`config.mk`:
```
export PLATFORM = sky130hd
export DESIGN_NAME = display_source_scheduler
export DESIGN_NICKNAME = d
export VERILOG_FILES = /design/src/rtl/display_source_scheduler.sv
export SDC_FILE = /design/constraint.sdc
export NUM_CORES = 1
export LEC_CHECK = 0
export ABC_AREA = 1
export BUFFER_PORTS_ARGS = -buffer_cell sky130_fd_sc_hd__clkbuf_2
export CELL_PAD_IN_SITES_DETAIL_PLACEMENT = 1
export CELL_PAD_IN_SITES_GLOBAL_PLACEMENT = 1
export CORE_UTILIZATION = 40
export DETAILED_ROUTE_END_ITERATION = 8
export GPL_TIMING_DRIVEN = 0
export PLACE_DENSITY_LB_ADDON = 0.1
export SYNTH_ARGS = -nofsm -noshare
export SYNTH_HDL_FRONTEND = slang
export SYNTH_SLANG_ARGS = --single-unit
```
`constraint.sdc`:
```
create_clock -name clock_100Mhz -period 3.4 [get_ports clock_100Mhz]
set_input_delay 0.34 -clock clock_100Mhz [delete_from_list [all_inputs] [get_ports clock_100Mhz]]
set_output_delay 0.34 -clock clock_100Mhz [all_outputs]
set_load 0.05 [all_outputs]
```
`src/rtl/display_source_scheduler.sv`:
```
// rtl/display_source_scheduler.sv - round-robin source picker with double-dabble BCD conversion for a 4-digit display
module display_source_scheduler #(
    parameter int NUM_SRC      = 4,
    parameter int DWELL_CYCLES = 100000000,
    parameter int CNT_W        = 27,
    localparam int SEL_W       = $clog2(NUM_SRC)
) (
    input  logic                  clock_100Mhz,
    input  logic                  reset,
    input  logic [16*NUM_SRC-1:0] src_data,
    input  logic [NUM_SRC-1:0]    src_valid,
    input  logic                  hold,
    input  logic                  advance,
    output logic [15:0]           bcd_digits,
    output logic                  overflow,
    output logic [SEL_W-1:0]      src_sel,
    output logic                  update,
    output logic                  busy
);

    typedef enum logic [2:0] {
        S_SELECT,
        S_CAPTURE,
        S_CONVERT,
        S_PUBLISH,
        S_WAIT
    } state_t;

    state_t             state;
    state_t             state_nxt;
    logic [SEL_W-1:0]   candidate;
    logic               first_pick;
    logic [35:0]        sr;
    logic [35:0]        sr_adj;
    logic [35:0]        sr_step;
    logic [3:0]         iter;
    logic [CNT_W-1:0]   dwell_cnt;
    logic               pending;

    logic               found;
    logic [SEL_W-1:0]   scan_idx;
    logic               hold_keep;
    logic               pick_ok;
    logic [SEL_W-1:0]   pick_idx;
    logic               dwell_done;
    logic               step_req;
    logic               leave_wait;

    // Lowest-offset enabled source starting from index 0 after reset, else from src_sel+1 with wrap.
    always_comb begin
        int start;
        int idx;
        logic [SEL_W-1:0] idx_s;
        found    = 1'b0;
        scan_idx = '0;
        idx      = 0;
        idx_s    = '0;
        start    = first_pick ? 0 : (int'(src_sel) + 1) % NUM_SRC;
        for (int k = NUM_SRC - 1; k >= 0; k--) begin
            idx   = (start + k) % NUM_SRC;
            idx_s = SEL_W'(idx);
            if (src_valid[idx_s]) begin
                found    = 1'b1;
                scan_idx = idx_s;
            end
        end
    end

    assign hold_keep  = hold && src_valid[src_sel];
    assign pick_ok    = hold_keep || found;
    assign pick_idx   = hold_keep ? src_sel : scan_idx;
    assign dwell_done = (dwell_cnt == CNT_W'(DWELL_CYCLES - 1));
    assign step_req   = !hold && (pending || advance);
    assign leave_wait = dwell_done || step_req;

    // One double-dabble iteration: add 3 to each BCD nibble >= 5, then shift left.
    always_comb begin
        sr_adj = sr;
        for (int d = 0; d < 5; d++) begin
            if (sr_adj[16+4*d +: 4] >= 4'd5) begin
                sr_adj[16+4*d +: 4] = sr_adj[16+4*d +: 4] + 4'd3;
            end
        end
        sr_step = {sr_adj[34:0], 1'b0};
    end

    always_ff @(posedge clock_100Mhz or posedge reset) begin
        if (reset) begin
            state <= S_SELECT;
        end else begin
            state <= state_nxt;
        end
    end

    always_comb begin
        state_nxt = state;
        case (state)
            S_SELECT:  state_nxt = pick_ok ? S_CAPTURE : S_WAIT;
            S_CAPTURE: state_nxt = S_CONVERT;
            S_CONVERT: state_nxt = (iter == 4'd15) ? S_PUBLISH : S_CONVERT;
            S_PUBLISH: state_nxt = S_WAIT;
            S_WAIT:    state_nxt = leave_wait ? S_SELECT : S_WAIT;
            default:   state_nxt = S_SELECT;
        endcase
    end

    always_comb begin
        busy   = (state == S_CAPTURE) || (state == S_CONVERT);
        update = (state == S_PUBLISH);
    end

    // Display registers load on the last conversion edge so they become visible with the update pulse.
    always_ff @(posedge clock_100Mhz or posedge reset) begin
        if (reset) begin
            candidate  <= '0;
            first_pick <= 1'b1;
            sr         <= '0;
            iter       <= '0;
            dwell_cnt  <= '0;
            bcd_digits <= '0;
            overflow   <= 1'b0;
            src_sel    <= '0;
        end else begin
            case (state)
                S_SELECT: begin
                    if (pick_ok) begin
                        candidate <= pick_idx;
                    end
                end
                S_CAPTURE: begin
                    sr   <= {20'b0, src_data[16*candidate +: 16]};
                    iter <= '0;
                end
                S_CONVERT: begin
                    sr   <= sr_step;
                    iter <= iter + 4'd1;
                    if (iter == 4'd15) begin
                        if (sr_step[35:32] != 4'd0) begin
                            bcd_digits <= 16'h9999;
                            overflow   <= 1'b1;
                        end else begin
                            bcd_digits <= sr_step[31:16];
                            overflow   <= 1'b0;
                        end
                        src_sel    <= candidate;
                        first_pick <= 1'b0;
                    end
                end
                S_PUBLISH: begin
                    dwell_cnt <= '0;
                end
                S_WAIT: begin
                    dwell_cnt <= leave_wait ? '0 : dwell_cnt + 1'b1;
                end
                default: begin
                end
            endcase
        end
    end

    // Advance requests arriving while a value is in flight collapse into a single deferred step.
    always_ff @(posedge clock_100Mhz or posedge reset) begin
        if (reset) begin
            pending <= 1'b0;
        end else if (hold) begin
            pending <= 1'b0;
        end else if (state == S_WAIT && leave_wait) begin
            pending <= 1'b0;
        end else if (advance && (state == S_CAPTURE || state == S_CONVERT || state == S_PUBLISH)) begin
            pending <= 1'b1;
        end
    end

endmodule
```
==> results of run 1 <==
## layout make-up
type	count	area share [%]
multi-input cells	554	43.4
flip-flops and latches	93	35.0
repair buffers	94	7.49
inverters	77	4.40
clock buffers	11	3.65
well taps	180	3.39
plain buffers	23	1.96
clock inverters	5	0.659
## cell usage after synthesis (3+ instances only)
cell type	count
nor3_1	12
nand2_4	3
xnor2_1	4
o21ai_0	60
dfrtp_1	92
nand4_1	16
o22ai_1	32
o21ai_2	15
nor2_1	69
nand3_1	42
ha_1	12
a21o_1	5
inv_1	67
buf_6	3
a21oi_1	22
buf_2	4
nor2_4	6
nand2_1	210
or2_2	7
xor2_1	16
clkbuf_1	13
inv_2	8
## per-stage QoR
stage          cell area, sq um  hold WS (ns)  setup TNS, ns  total power, mW  std cells
4_1_cts                    6650         0.308              0             4.18       1037
6_report                   6650         0.311              0             4.14       1037
3_3_place_gp               6320         0.470         -49.07             3.09       1019
2_1_floorplan              5640         0.466              0             2.64        747
5_1_grt                    6650         0.318              0             4.43       1037
3_5_place_dp               6350         0.349              0             3.18       1020
## flip-flops by register name (all words and copies together) (netlist names)
register    count
bcd_digits     16
candidate       2
dwell_cnt      27
first_pick      1
iter            4
overflow        1
pending         1
sr             36
src_sel         2
state           3
## how the worst min path moves through the flow
stage                    end  slack (ns)  cells after the start
3_3_place_gp   bcd_digits[6]        0.47                      2
3_5_place_dp          sr[31]        0.35                      2
6_report             pending        0.31                      4
4_1_cts              pending        0.31                      4
2_1_floorplan         sr[10]        0.47                      2
5_1_grt              pending        0.32                      4
## kinds of logic (layout without fill, tap and decap cells)
family	after synthesis	count (layout)
AO/OA/AOI/OAI	145	145
XOR/XNOR	20	20
adder cells (fa/ha/maj)	12	12
buffers and inverters	100	210
flip-flops	93	93
AND/OR/NAND/NOR	377	377
## timing repair
item	CTS	global route
setup endpoints to repair	0	0
hold buffers	1	0
hold endpoints to repair	27	0
## power groups by stage
stage | Sequential, mW | Combinational, mW | Clock (mW)
floorplan | 1.47 | 1.17 | 0
detailed placement | 1.53 | 1.65 | 0
global placement | 1.51 | 1.58 | 0
CTS | 1.51 | 1.66 | 1.01
global route | 1.54 | 1.85 | 1.04
finish | 1.51 | 1.65 | 0.984
## critical path, cell delays in order, from the launching register on
cell and delay [ns]:
dfrtp_1 0.49, nor3_4 0.35, inv_1 0.13, nand2_2 0.13, buf_2 0.27, clkbuf_2 0.32
## layer usage
| layer | part of all wire (%) | vias up |
|---|---|---|
| li1 | - | 2681 |
| met1 | 46 | 2753 |
| met2 | 50 | 84 |
| met3 | 2.3 | 22 |
| met4 | 1.6 | 0 |
| met5 | 0 | - |
==> run summary, run 1 <==
Status = finished clean
Final min period = 2.40 ns
Pins Over Slew Limit = 0
First-pass detailed-route iteration total = 4
Switching Fraction = 42.8%
Fill cells = 1,776
Ports = 93
Seq. cell area = 2330 sq um
Die H = 121 microns
Inserted Diodes = 0
Vias in the first global route = 5,799
Leakage = 3.22 nW
Most common cell after layout, fill and taps aside = nand2_1
Die area = 14,600 sq um
Fmax = 417 MHz
Setup crit end kind = output pin
RSZ-0062 raised after global routing = false
Multi-input gate area = 2890 sq um
Synth Area in Simple Gates = 29.8%
Total gr overflow = 0
Post-synthesis xor/xnor area fraction = 3.11%
Met1 global-route usage = 32.3%
Num CTS Buffers = 9
Critical path origin = state[2]
WP data required = 3.06 ns
Busiest grt layer = met2
Worst Min Path Start = hold
Synth Area in Compound Gates = 15.7%
Int Power = 2.37 mW
Mapped Area = 5640 sq um
First DRT Iteration DRCs = 207
Final Setup Violations = 0
Worst R2R Start = sr[33]
Worst-path clk slew = 0.07 ns
Starting Density = 40.8%
Synth Instances = 747
Tot GR Track Use = 25.4%
Post-synth EDFFs = 0
Chip Width = 121 microns
Fin Clk Skew = 0.00686 ns
Total wire length = 17,200 microns
Core Rows = 43
Clock power share = 23.8%
Setup CP Type = reg2out
Worst setup margin = 0.999 ns
Area share of the largest cell type after synthesis = 40.8%
CTS sink count = 93
Cell accounting for the most synthesized area = dfrtp_1
DR DRC count = 0
Synth Net Count = 831
Slew HR = 60.3%
Post-DRT Antenna Nets = 0
Clk Latency, worst-skew pair = 0.35 ns
Crit path to = busy
Largest net degree at the start of global routing = 67
RR Endpoint = bcd_digits[14]
Yosys warnings = 0
Worst Tran Pin Value = 0.596 ns
Post-CTS sizing = 0
Hpwl dp = 13,200 microns
Worst vdd ir = 0.288 mV
R2R depth = 11
Cell variety after synth = 42
Max-Cap Viols = 0
Top FF cell, synth = dfrtp_1
Grt met2 use = 44.4%
First-pass GRT wire length = 29,000 microns
CTS Buffer Depth = 2
NetSw = 1.77 mW
Hold Fails Final Rpt = 0
Asr flop ratio synth = 100%
Synth-to-layout area growth = 18.0%
Input/output buffers = 92
Mux cell area share after synthesis = 0%
CTS tree = built
Via count = 5,540
Startpoint types = register
Crit Path Max Fanout = 10
Arr. time, crit path = 2.06 ns
CTS Root Cell = clkbuf_16
Share of cells above drive strength 1 = 19.5%
Comb pwr share = 39.7%
Pwr/cell area = 623 nW/um^2
Number of synthesized register bits = 93
Postcts setup bufs = 0
Synth area leaders = dfrtp_1, nand2_1, o21ai_0
Floorplan core area = 13,800 sq um
Initial antenna violation count = 0
Sequential Power Share = 36.5%
Most frequent cells in the layout = nand2_1, dfrtp_1, clkbuf_2, nor2_1, inv_1
R2R Setup Slk = 1.39 ns
Gpl congestion = 0.864
Finished Core Util = 48.1%
H-tree Lvls = 3
Met3 GRT Util = 3.82%
Main combinational cell family by area after synthesis = simple AND/OR/NAND/NOR gates
Sequential share of the synthesized area = 41.3%
Final nets = 936
Drt wl/cell = 16.6 microns
Syn Area/Cell = 7.55 sq um
Final worst path period share = 70.6%
Worst Hold Class = in2reg
Setup WS pre-CTS = 1.35 ns
Post-Synth Adder-Cell Area = 2.66%
Vias per Instance = 5.34
Power figures use the tool's default switching activity.
==> inputs of run 2 (changes only) <==
Settings changed: ABC_AREA 1 to 0, CORE_UTILIZATION 40 to 39.
Clock period 3.4 ns to 1.93 ns, I/O delays scaled along.
==> run 2 against run 1 <==
Synthesized cell count shrank 30%. Via count shrank 13%. Critical path type is now reg2reg. Flip-flop and latch count is the same. Core utilization grew 4.5 points. Register-to-register slack lost 1.4 ns. Die area shrank 5.6%. Largest power group unchanged. Cell count shrank 21%. Hold slack lost 0.28 ns. First-iteration DRC count grew 28%.
==> run summary, run 2 <==
Share of cells above drive strength 1 = 33.1% (+14 points)
Worst Hold Class = in2async
First-pass detailed-route iteration total = 4 (unchanged)
Post-route design area = 6710 sq um (+0.98%)
Worst Tran Pin Value = 0.931 ns (+0.335 ns)
Most common cell after layout, fill and taps aside = clkbuf_2
Floorplan core area = 12,800 sq um (-7.6%)
Core Rows = 41 (-4.7%)
Post-synth EDFFs = 0 (unchanged)
CTS Buffer Depth = 2 (unchanged)
Setup crit end kind = register
Largest net degree at the start of global routing = 38 (-43%)
First-pass GRT wire length = 25,400 microns (-12%)
Inserted Diodes = 0 (unchanged)
Max incr delay on CP = 0.47 ns (-0.02 ns)
Post-route insts no fill = 822 (-21%)
Leakage = 3.00 nW (-6.9%)
Mapped Area = 5180 sq um (-8.1%)
Worst path buffer plus inverter count = 1 (-2)
Pins Over Slew Limit = 0 (unchanged)
Input/output buffers = 92 (unchanged)
Max-Cap Viols = 0 (unchanged)
Startpoint types = register
Biggest register = sr
CTS tree = built
Final min period = 1.90 ns
Placed insts = 791 (-22%)
WP data required = 2.16 ns (-0.90 ns)
Top cell family by delay on the critical path = simple AND/OR/NAND/NOR gates
Pwr/cell area = 1190 nW/um^2 (+91%)
Drt wl/cell = 19.6 microns (+18%)
Total gr overflow = 0 (unchanged)
Num CTS Buffers = 9 (unchanged)
Starting Density = 40.6% (-0.20 points)
Gpl congestion = 0.800 (-7.5%)
Cell accounting for the most synthesized area = dfrtp_1
RSZ-0062 raised after global routing = true
DR DRC count = 0 (unchanged)
Final nets = 731 (-22%)
Top FF cell, synth = dfrtp_1
Placed cell area = 5910 sq um (-6.9%)
Die area = 13,700 sq um (-5.6%)
Sequential share of the synthesized area = 44.9% (+3.6 points)
Area share of the largest cell type after synthesis = 44.4% (+3.6 points)
H-tree Lvls = 3 (unchanged)
Arr. time, crit path = 2.13 ns (+0.07 ns)
Vias in the first global route = 4,901 (-15%)
Clk Latency, worst-skew pair = 0.35 ns (about the same)
Via count = 4,795 (-13%)
Synth-to-layout area growth = 29.6%
Synth Net Count = 609 (-27%)
Crit path cell chain = nor4b_4 > and3_2 > a31oi_4 > buf_6 > and3_1 > a211o_1
Synth area leaders = dfrtp_1, mux4_2, nand2_1
Top post-synthesis cells by count = dfrtp_1, nand2_1, o21ai_0
# hold bufs at CTS = 0 (-1)
Fin Clk Skew = 0.00680 ns (-0.0000657 ns)
Final worst path period share = 98.7%
RR Endpoint = dwell_cnt[17]
Critical path origin = dwell_cnt[9]
Worst vdd ir = 0.610 mV (+110%)
Hpwl dp = 11,000 microns (-17%)
Asr flop ratio synth = 100% (unchanged)
Tot GR Track Use = 24.4% (-0.97 points)
Finished Core Util = 52.6% (+4.5 points)
Vias per Instance = 5.83 (+9.2%)
Biggest regs = sr (36), dwell_cnt (27), bcd_digits (16)
Final Total Pwr = 8.01 mW (+93%)
R2R depth = 6 (-5)
Syn Area/Cell = 9.87 sq um (+31%)
Most frequent cells in the layout = clkbuf_2, dfrtp_1, nand2_1, o21ai_0, a21oi_1
Fmax = 525 MHz
Initial antenna violation count = 0 (unchanged)
Fill cells = 1,467 (-17%)
Final Setup Violations = 0 (unchanged)
Synth Instances = 525 (-30%)
Chip Width = 117 microns (-2.9%)
Most frequent cell after synthesis = dfrtp_1
Total wire length = 16,100 microns (-6.2%)
Hold Fails Final Rpt = 0 (unchanged)
CP max stage cell = dfrtp_2
Slew HR = 37.8% (-22 points)
Post-DRT Antenna Nets = 0 (unchanged)
Worst R2R Start = dwell_cnt[9]
Ports = 93 (unchanged)
CTS Root Cell = clkbuf_16
Crit Path Max Fanout = 6 (-4)
Stages on worst setup path = 6 (+1)
Crit path to = dwell_cnt[17]
Number of synthesized register bits = 93 (unchanged)
Yosys warnings = 0 (unchanged)
CTS sink count = 93 (unchanged)
Status = finished clean
Setup CP Type = reg2reg
First DRT Iteration DRCs = 265 (+28%)
R2R Setup Slk = 0.03 ns (-1.36 ns)
Worst hold margin = 0.0303 ns (-0.281 ns)
Max FFs per register = 36 (unchanged)
Cell variety after synth = 63 (+50%)
Worst-path clk slew = 0.07 ns (about the same)
Die H = 117 microns (-2.9%)
run 2: cell count changes after synthesis, moves of 15 or more:
cell     previous run  this run
a22oi_1             1        16
inv_1              67        22
mux4_2              0        16
nand2_1           210        59
nand3_1            42        18
nor2_1             69        27
o21ai_0            60        39
o21ai_2            15         0
o22ai_1            32        10
run 2: power by group:
part | leakage, nW | switching [mW] | internal (mW)
Clock | 0.154 | 0.762 | 1.16
Sequential | 1.25 | 0.363 | 2.31
Combinational | 1.60 | 2.02 | 1.40
run 2: worst min-delay path by stage:
stage	end	slack (ns)	depth (start not counted)
after floorplan	pending	0.26	1
after global placement	pending	0.42	2
after detailed placement	dwell_cnt[21]	0.42	2
after CTS	dwell_cnt[21]	0.05	2
after global routing	pending	0.08	2
final	dwell_cnt[20]	0.03	2
run 2: logic make-up after synthesis:
logic type	synth area share (%)
XOR/XNOR	1.35
AND/OR/NAND/NOR	16.7
multiplexers	8.31
flip-flops	44.9
adder cells (fa/ha/maj)	2.90
buffers and inverters	4.54
AO/OA/AOI/OAI	21.3
run 2: layout make-up:
type                            instances  area (sq um)  area share [%]
Clock inverter                          4          73.8            1.10
Timing Repair Buffer                  116           751            11.2
Multi-Input combinational cell        379          2800            41.7
Sequential cell                        93          2340            34.9
Clock buffer                           10           239            3.56
Tap cell                              172           215            3.21
Inverter                               23          95.1            1.42
Buffer                                 25           195            2.91
run 2: metal layers:
| metal | share of wire [%] | up-vias | track usage (%) |
|---|---|---|---|
| li1 | - | 2210 | - |
| met1 | 45 | 2460 | 32.4 |
| met2 | 50 | 108 | 41.7 |
| met3 | 3.1 | 17 | 3.24 |
| met4 | 1.5 | 0 | 6.92 |
| met5 | 0 | - | 0 |
run 2: through the flow:
| step | setup WS (ns) | TNS, ns |
|---|---|---|
| 2_1_floorplan | 0.0229 | 0 |
| 3_3_place_gp | -0.444 | -17.00 |
| 3_5_place_dp | -0.468 | -13.98 |
| 4_1_cts | -0.0323 | -0.0323 |
| 5_1_grt | -0.0536 | -0.573 |
| 6_report | 0.0260 | 0 |
run 2: repair_timing:
item                                    in CTS  in global routing
endpoints found under the setup margin      69                 59
buffers inserted                             9                  9
cloned                                       1                  3
pin swaps                                    4                 17
resized for setup                           44                 41
run 2: worst register-to-register path, delay by kind of cell (launching register included):
| kind | cells | cell delay (ns) |
|---|---|---|
| AOI/OAI and AO/OA | 2 | 0.39 |
| buffers and inverters | 1 | 0.17 |
| DFF | 1 | 0.47 |
| and+or+nand+nor | 3 | 0.75 |
